==> config.mk <==
export PLATFORM = sky130hd
export DESIGN_NAME = isqrt16_seq_flat
export DESIGN_NICKNAME = d
export VERILOG_FILES = /design/src/rtl/isqrt16_seq_if.sv /design/src/rtl/isqrt16_seq.sv /design/src/flat_wrapper.sv
export SDC_FILE = /design/constraint.sdc
export NUM_CORES = 1
export LEC_CHECK = 0
export ABC_AREA = 1
export BUFFER_PORTS_ARGS = -buffer_cell sky130_fd_sc_hd__buf_2
export CORE_ASPECT_RATIO = 1.2
export CORE_MARGIN = 1
export CORE_UTILIZATION = 59
export CTS_BUF_LIST = sky130_fd_sc_hd__clkbuf_8
export CTS_CLUSTER_SIZE = 25
export DETAILED_ROUTE_END_ITERATION = 10
export PLACE_DENSITY_LB_ADDON = 0.15
export SKIP_CTS_REPAIR_TIMING = 1
export SLEW_MARGIN = 20
export SYNTH_ARGS = -nofsm -noshare
export SYNTH_HDL_FRONTEND = slang
export SYNTH_SLANG_ARGS = --single-unit
==> constraint.sdc <==
create_clock -name clk -period 2.3 [get_ports clk]
set_clock_uncertainty 0.05 [all_clocks]
set_input_delay 0.46 -clock clk [delete_from_list [all_inputs] [get_ports clk]]
set_output_delay 0.46 -clock clk [all_outputs]
set_load 0.05 [all_outputs]
==> src/rtl/isqrt16_seq_if.sv <==
// Handshake bundle for the sequential integer square root unit.
// The upstream side presents a radicand with in_valid/in_ready; the
// downstream side takes root and remainder with out_valid/out_ready.
interface isqrt16_seq_if #(
  parameter int IN_W = 16
) ();
  localparam int OUT_W = IN_W / 2;

  logic             in_valid;
  logic             in_ready;
  logic [IN_W-1:0]  in_sq;
  logic             out_valid;
  logic             out_ready;
  logic [OUT_W-1:0] out_root;
  logic [OUT_W:0]   out_rem;
  logic             busy;

  // Producer of radicands / consumer of results
  modport master (
    output in_valid, in_sq, out_ready,
    input  in_ready, out_valid, out_root, out_rem, busy
  );

  // The square root unit itself
  modport slave (
    input  in_valid, in_sq, out_ready,
    output in_ready, out_valid, out_root, out_rem, busy
  );
endinterface

==> src/rtl/isqrt16_seq.sv <==
// Sequential digit-by-digit integer square root.
// Retires one root bit per clock: OUT_W iterations per radicand, then the
// result is held in DONE until the downstream handshake. The remainder is
// always the floor remainder; ROUND=1 only affects the reported root.
module isqrt16_seq #(
  parameter int IN_W  = 16,
  parameter int ROUND = 0
) (
  input  logic         clk,
  input  logic         rst_n,
  isqrt16_seq_if.slave bus
);
  localparam int OUT_W = IN_W / 2;
  localparam int REM_W = OUT_W + 2;
  localparam int CNT_W = (OUT_W > 2) ? $clog2(OUT_W) : 1;

  typedef enum logic [1:0] {IDLE, CALC, DONE} state_t;

  state_t             state_q, state_d;
  logic [IN_W-1:0]    rad_q;
  logic [REM_W-1:0]   rem_q;
  logic [OUT_W-1:0]   root_q;
  logic [CNT_W-1:0]   cnt_q;
  logic [OUT_W-1:0]   out_root_q;
  logic [OUT_W:0]     out_rem_q;

  logic [REM_W-1:0]   rem_sh;
  logic [REM_W-1:0]   trial;
  logic               take;
  logic [REM_W-1:0]   rem_nx;
  logic [OUT_W-1:0]   root_nx;

  // Round-to-nearest on the floor root: bump when the remainder exceeds the
  // root (i.e. radicand >= root^2 + root + 1), saturating at all ones.
  function automatic logic [OUT_W-1:0] round_root(input logic [OUT_W-1:0] root,
                                                  input logic [REM_W-1:0] rem);
    if ((ROUND != 0) && (rem > {2'b00, root})) begin
      if (&root) return root;
      return root + OUT_W'(1);
    end
    return root;
  endfunction

  // One restoring iteration: bring down two radicand bits and try root*4+1
  always_comb begin
    rem_sh  = (rem_q << 2) | {{OUT_W{1'b0}}, rad_q[IN_W-1 -: 2]};
    trial   = {root_q, 2'b01};
    take    = (rem_sh >= trial);
    rem_nx  = take ? (rem_sh - trial) : rem_sh;
    root_nx = (root_q << 1) | {{(OUT_W-1){1'b0}}, take};
  end

  // State register
  always_ff @(posedge clk or negedge rst_n) begin
    if (!rst_n) state_q <= IDLE;
    else        state_q <= state_d;
  end

  // Next-state logic: accept in IDLE, iterate in CALC, hold until taken in DONE
  always_comb begin
    state_d = state_q;
    case (state_q)
      IDLE:    if (bus.in_valid)  state_d = CALC;
      CALC:    if (cnt_q == '0)   state_d = DONE;
      DONE:    if (bus.out_ready) state_d = IDLE;
      default: state_d = IDLE;
    endcase
  end

  // Iteration registers and result capture on the last iteration
  always_ff @(posedge clk or negedge rst_n) begin
    if (!rst_n) begin
      rad_q      <= '0;
      rem_q      <= '0;
      root_q     <= '0;
      cnt_q      <= '0;
      out_root_q <= '0;
      out_rem_q  <= '0;
    end else begin
      case (state_q)
        IDLE: begin
          if (bus.in_valid) begin
            rad_q  <= bus.in_sq;
            rem_q  <= '0;
            root_q <= '0;
            cnt_q  <= CNT_W'(OUT_W - 1);
          end
        end
        CALC: begin
          rad_q  <= rad_q << 2;
          rem_q  <= rem_nx;
          root_q <= root_nx;
          if (cnt_q != '0) begin
            cnt_q <= cnt_q - CNT_W'(1);
          end else begin
            out_root_q <= round_root(root_nx, rem_nx);
            out_rem_q  <= rem_nx[OUT_W:0];
          end
        end
        default: ;
      endcase
    end
  end

  assign bus.in_ready  = (state_q == IDLE);
  assign bus.out_valid = (state_q == DONE);
  assign bus.busy      = (state_q != IDLE);
  assign bus.out_root  = out_root_q;
  assign bus.out_rem   = out_rem_q;

endmodule

==> src/flat_wrapper.sv <==
// flat-port wrapper written by rule: the top's interface ports become plain ports
module isqrt16_seq_flat 
#(
  parameter int IN_W  = 16,
  parameter int ROUND = 0
)
  (clk, rst_n, bus_in_valid, bus_in_sq, bus_out_ready, bus_in_ready, bus_out_valid, bus_out_root, bus_out_rem, bus_busy);
  isqrt16_seq_if #(.IN_W(IN_W)) bus_i ();
  input  logic clk;
  input  logic rst_n;
  input wire logic [$bits(bus_i.in_valid)-1:0] bus_in_valid;
  input wire logic [$bits(bus_i.in_sq)-1:0] bus_in_sq;
  input wire logic [$bits(bus_i.out_ready)-1:0] bus_out_ready;
  output wire logic [$bits(bus_i.in_ready)-1:0] bus_in_ready;
  output wire logic [$bits(bus_i.out_valid)-1:0] bus_out_valid;
  output wire logic [$bits(bus_i.out_root)-1:0] bus_out_root;
  output wire logic [$bits(bus_i.out_rem)-1:0] bus_out_rem;
  output wire logic [$bits(bus_i.busy)-1:0] bus_busy;
  assign bus_i.in_valid = bus_in_valid;
  assign bus_i.in_sq = bus_in_sq;
  assign bus_i.out_ready = bus_out_ready;
  assign bus_in_ready = bus_i.in_ready;
  assign bus_out_valid = bus_i.out_valid;
  assign bus_out_root = bus_i.out_root;
  assign bus_out_rem = bus_i.out_rem;
  assign bus_busy = bus_i.busy;
  isqrt16_seq #(.IN_W(IN_W), .ROUND(ROUND)) u_core (.clk(clk), .rst_n(rst_n), .bus(bus_i));
endmodule
======== Yosys cells after proc, flatten, opt, wreduce, memory -nomap -nowiden ========
Cells that the tools add are included.
W data, S select, Z words.
word-level totals
  flip-flop bits (word level) ............. 54
  bits of input ports ..................... 20
  output and inout bits ................... 20
  logic and storage cells ................. 42
cells by class
  add/subtract/negate cells ............... 2
  $lt $le $gt $ge ......................... 1
  equal/unequal tests ..................... 6
  multiplexer cells ....................... 14
  bitwise logic cells ..................... 3
  reduce and logical (&&, ||, !) cells .... 9
operators by type and width
  kind                   count
  $pmux W16 S2           1
  $pmux W8 S2            2
  $mux W16               1
  $mux W8                2
  $ge A10 B10 Y1         1
  $or A10 B2 Y10         1
  $mux W9                1
  $sub A9 B9 Y9          1
  $or A8 B1 Y8           1
  $mux W2                3
  $mux W3                2
  $pmux W2 S3            1
  $pmux W3 S2            1
  $reduce_and A3 Y1      2
  $ne A2 B1 Y1 const B   2
  $ne A2 B2 Y1 const B   2
  $reduce_and A2 Y1      2
  $reduce_bool A2 Y1     2
  $logic_not A3 Y1       1
  $reduce_bool A3 Y1     1
  $sub A3 B1 Y3 const B  1
  $eq A2 B1 Y1 const B   1
  $eq A2 B2 Y1 const B   1
  $logic_not A2 Y1       1
  $not A1 Y1             1

======== Depth between registers and ports, before layout ========
  depth in word-level cells ............... 4
  gate-level depth with buffers ........... 12
  depth with buffers taken out ............ 12

======== Worst setup path after synthesis ========
OpenSTA, ideal clock, no wires.
  path kind ............................... register -> register
  start ................................... register u_core.rem_q[2]
  end ..................................... register u_core.out_rem_q[7] (netlist: u_core.bus.out_rem[7])
  setup time .............................. 118 ps
  arrival ................................. 1472 ps
  required time ........................... 2132 ps
  path slack .............................. 660 ps
  stages on the path, launching flop included .. 11
  buffers on the path ..................... 0
  clock period less this slack ............ 1640 ps
  path through ............................ dfrtp_1 ha_1 nand2_1 nor2_1 nand2_1 nand3_1 nand2_2 nand3_1 nand2_1 nand2_1 nand2_1
between the ends
  word-level cells in the longest chain between the ends .. 3
  elaborated cells between the ends (all ways) .. 4
  those cells by class .................... 1 x add/sub; 1 x order compare; 1 x mux; 1 x bitwise
RTL lines
  element                                                 RTL line                              source
  from (decl)                                             isqrt16_seq.sv:21                     logic [REM_W-1:0] rem_q;
  from (signal assigned)                                  isqrt16_seq.sv:91                     rem_q <= rem_nx;
  $or A10 B2 Y10 *                                        isqrt16_seq.sv:46                     rem_sh = (rem_q << 2) | {{OUT_W{1'b0}}, rad_q[IN_W-1 -: 2]};
  $sub A9 B9 Y9 / $ge A10 B10 Y1 (equally long branches)  isqrt16_seq.sv:49, isqrt16_seq.sv:48
  $mux W9 *                                               isqrt16_seq.sv:49                     rem_nx = take ? (rem_sh - trial) : rem_sh;
  to (signal assigned)                                    isqrt16_seq.sv:97                     out_rem_q <= rem_nx[OUT_W:0];
  to (decl)                                               isqrt16_seq.sv:25                     logic [OUT_W:0] out_rem_q;
Every way passes the cells marked *; elsewhere a longest branch is shown, timed or not.
A chain may end at the register's enable or synchronous reset.

======== Worst setup path in the final report ========
  start ................................... register u_core.root_q[4]
  end ..................................... register u_core.out_rem_q[1] (netlist: u_core.bus.out_rem[1])
between the ends
  word-level cells in the longest chain between the ends .. 2
RTL lines
  element                 RTL line           source
  from (decl)             isqrt16_seq.sv:22  logic [OUT_W-1:0] root_q;
  from (signal assigned)  isqrt16_seq.sv:92  root_q <= root_nx;
  $ge A10 B10 Y1          isqrt16_seq.sv:48  take = (rem_sh >= trial);
  $mux W9                 isqrt16_seq.sv:49
Every way passes these cells.

==> metrics.md <==
| Metric | Value |
|---|---|
| Top cells by area, synth | `dfrtp_1 46%, nand2_1 16%, inv_1 6.4%` |
| Busiest grt layer | `met2` |
| Root Buffer | `clkbuf_8` |
| Slew headroom | `0.617` |
| Highest Clock Rate | `500 MHz` |
| Placed wire-length estimate | `4.29 mm` |
| Layout Cells excl Fill | `458` |
| Skew-Pair Late Insertion Delay | `0.31 ns` |
| Placed cell count | `450` |
| Vias in the first global route | `2,323` |
| Clk slew on worst S/H paths | `0.10 ns` |
| Cell chain of the critical path | `inv_1 -> ha_1 -> nand2_1 -> nor2_2 -> nand3_1 -> nand2_1 -> nor2_2 -> nand3_1 -> nand3_1 -> nand2_1` |
| Final period util | `0.869` |
| Gr usage total | `0.252` |
| Ys Warns | `0` |
| Distinct cells, synth | `29` |
| Largest net degree at the start of global routing | `39` |
| Met3 Usage GRT | `0.0460` |
| #FFs+latches synth | `54` |
| Area of the multi-input gates | `1280 sq um` |
| Worst path slowest cell | `dfrtp_1` |
| Total wire length | `5.92 mm` |
| Pins Over Slew Limit | `0` |
| Drc violations | `0` |
| Die width | `66.3 um` |
| Syn avg cell area | `8.13 sq um` |
| Worst-Margin Slew | `0.574 ns` |
| Max_cap viols | `0` |
| Core ar. | `4660 sq um` |
| CP max stage delay | `0.37 ns` |
| Drt wl/cell | `12.9 um` |
| Mapped Area | `2930 sq um` |
| Setup TNS | `0 ns` |
| Post-synthesis sequential area ratio | `0.462` |
| Worst-path maximum fanout | `9` |
| Net Count, Synth | `392` |
| CTS Buffer Depth | `2` |
| Required @ worst endpoint | `2.45 ns` |
| Synth area leader | `dfrtp_1` |
| CTS tree | `yes` |
| GR Util met2 | `0.465` |
| CP endpoint kind | `flop` |
| # IOs | `40` |
| Setup repair after global routing missed its margin | `false` |
| ANT nets after route | `0` |
| First-pass GRT wire length | `10.1 mm` |
| Crit Path Category | `reg -> reg` |
| Post-synth top cells | `123 x nand2_1, 54 x dfrtp_1, 50 x inv_1, 24 x nand3_1, 16 x o21ai_1` |
| Final Hold Viols | `0` |
| Met1 usage | `0.294` |
| Antenna cells | `0` |
| DRT Pass-1 Iters | `4` |
| Port Buffers | `39` |
| Status | `completed` |
| Initial antenna violation count | `0` |
| H-tree Lvls | `2` |
| Vias/cell | `5.19` |
| Fillers | `414` |
| Async SR Flop Fraction | `1.00` |
| Main flop type after synthesis | `dfrtp_1` |
| Ratio of cells with drive above 1 in the final layout | `0.180` |
| CP delay by family, top | `simple AND/OR/NAND/NOR gates` |
| Count leader, synth | `nand2_1` |
| P&R area growth vs syn | `11.5%` |
| Final setup fails | `0` |
| CP Data Arrival Time | `2.15 ns` |
| Clock sink total | `54` |
| Layout Nets | `431` |
| Total CTS buffers | `5` |
| Hold WC Path Type | `in -> async` |
| GRT Residual Overflow | `0` |
| Iteration-0 DRC Markers | `102` |
| Crit start category | `flop` |
| Post-synth EDFFs | `0` |
| Reg area | `1350 sq um` |
| Starting density of the core | `0.627` |
| DIE HEIGHT | `79.1 um` |
| Row count | `27` |
| Final hold slack | `0.0826 ns` |
| WP buf/inv | `1` |
| Vias | `2,376` |
| Cells after synthesis | `360` |
| Routability cong. | `0.894` |
| Final min period | `2.00 ns` |
| Fin area | `3260 sq um` |
| Synth top area share | `0.462` |
| Die area | `5250 sq um` |
| Placed Area | `3150 sq um` |
-- stage by stage --
| stage | setup slack, ns | utilization |
|---|---|---|
| detailed placement | 0.356 | 0.676 |
| global placement | 0.358 | 0.676 |
| global route | 0.122 | 0.699 |
| CTS | 0.307 | 0.699 |
| finish | 0.301 | 0.699 |
| floorplan | 0.660 | - |
-- final cells by class --
type / count / share of cell area
clock buffers: 5 / 0.0211
clock inverters: 3 / 0.0123
inverters: 55 / 0.0641
multi-input cells: 240 / 0.393
flip-flops and latches: 54 / 0.414
well taps: 58 / 0.0223
repair buffers: 43 / 0.0729
-- layout by cell type (no fill, tap or decap), types with 7 or more instances in the layout --
cell and instances:
o211ai_1 8, nand3_1 24, nand2_1 123, dfrtp_1 54
nor2_1 7, inv_1 50, o22ai_1 8, ha_1 12
o21ai_0 12, buf_2 39, o21ai_1 16
-- metal layers --
layer / share of wire / wire, um
met1: 0.43 / 2530
met2: 0.53 / 3130
met3: 0.032 / 189
met4: 0.012 / 69
met5: 0 / 0
-- worst paths after layout --
path                                       startpoint                     end  slack [ns]  depth (start not counted)
worst max-delay path                 u_core.root_q[4]   u_core.bus.out_rem[1]        0.30                         10
worst min-delay path                            rst_n  u_core.bus.out_root[6]        0.08                          1
worst max register to register       u_core.root_q[4]   u_core.bus.out_rem[1]        0.30                         10
worst min register to register  u_core.bus.out_rem[7]   u_core.bus.out_rem[7]        0.43                          2
max in group asynchronous                       rst_n         u_core.cnt_q[0]        1.56                          2
min in group clk                        bus_out_ready       u_core.state_q[1]        0.27                          2
-- cells by family after synthesis --
group | share of synthesized area
and+or+nand+nor | 0.255
AOI/OAI and AO/OA | 0.123
adders and majority gates | 0.0513
DFF | 0.462
buffers and inverters | 0.100
xor gates and xnor gates | 0.00898
-- flip-flops by register name, indices dropped and copies added, names as in the netlist --
| register | count |
|---|---|
| u_core.bus.out_rem | 9 |
| u_core.bus.out_root | 8 |
| u_core.cnt_q | 3 |
| u_core.rad_q | 16 |
| u_core.rem_q | 8 |
| u_core.root_q | 8 |
| u_core.state_q | 2 |
Power is left out: the tool's default activity adds up to more than one toggle a clock period on the data nets, which glitch-free logic cannot reach.
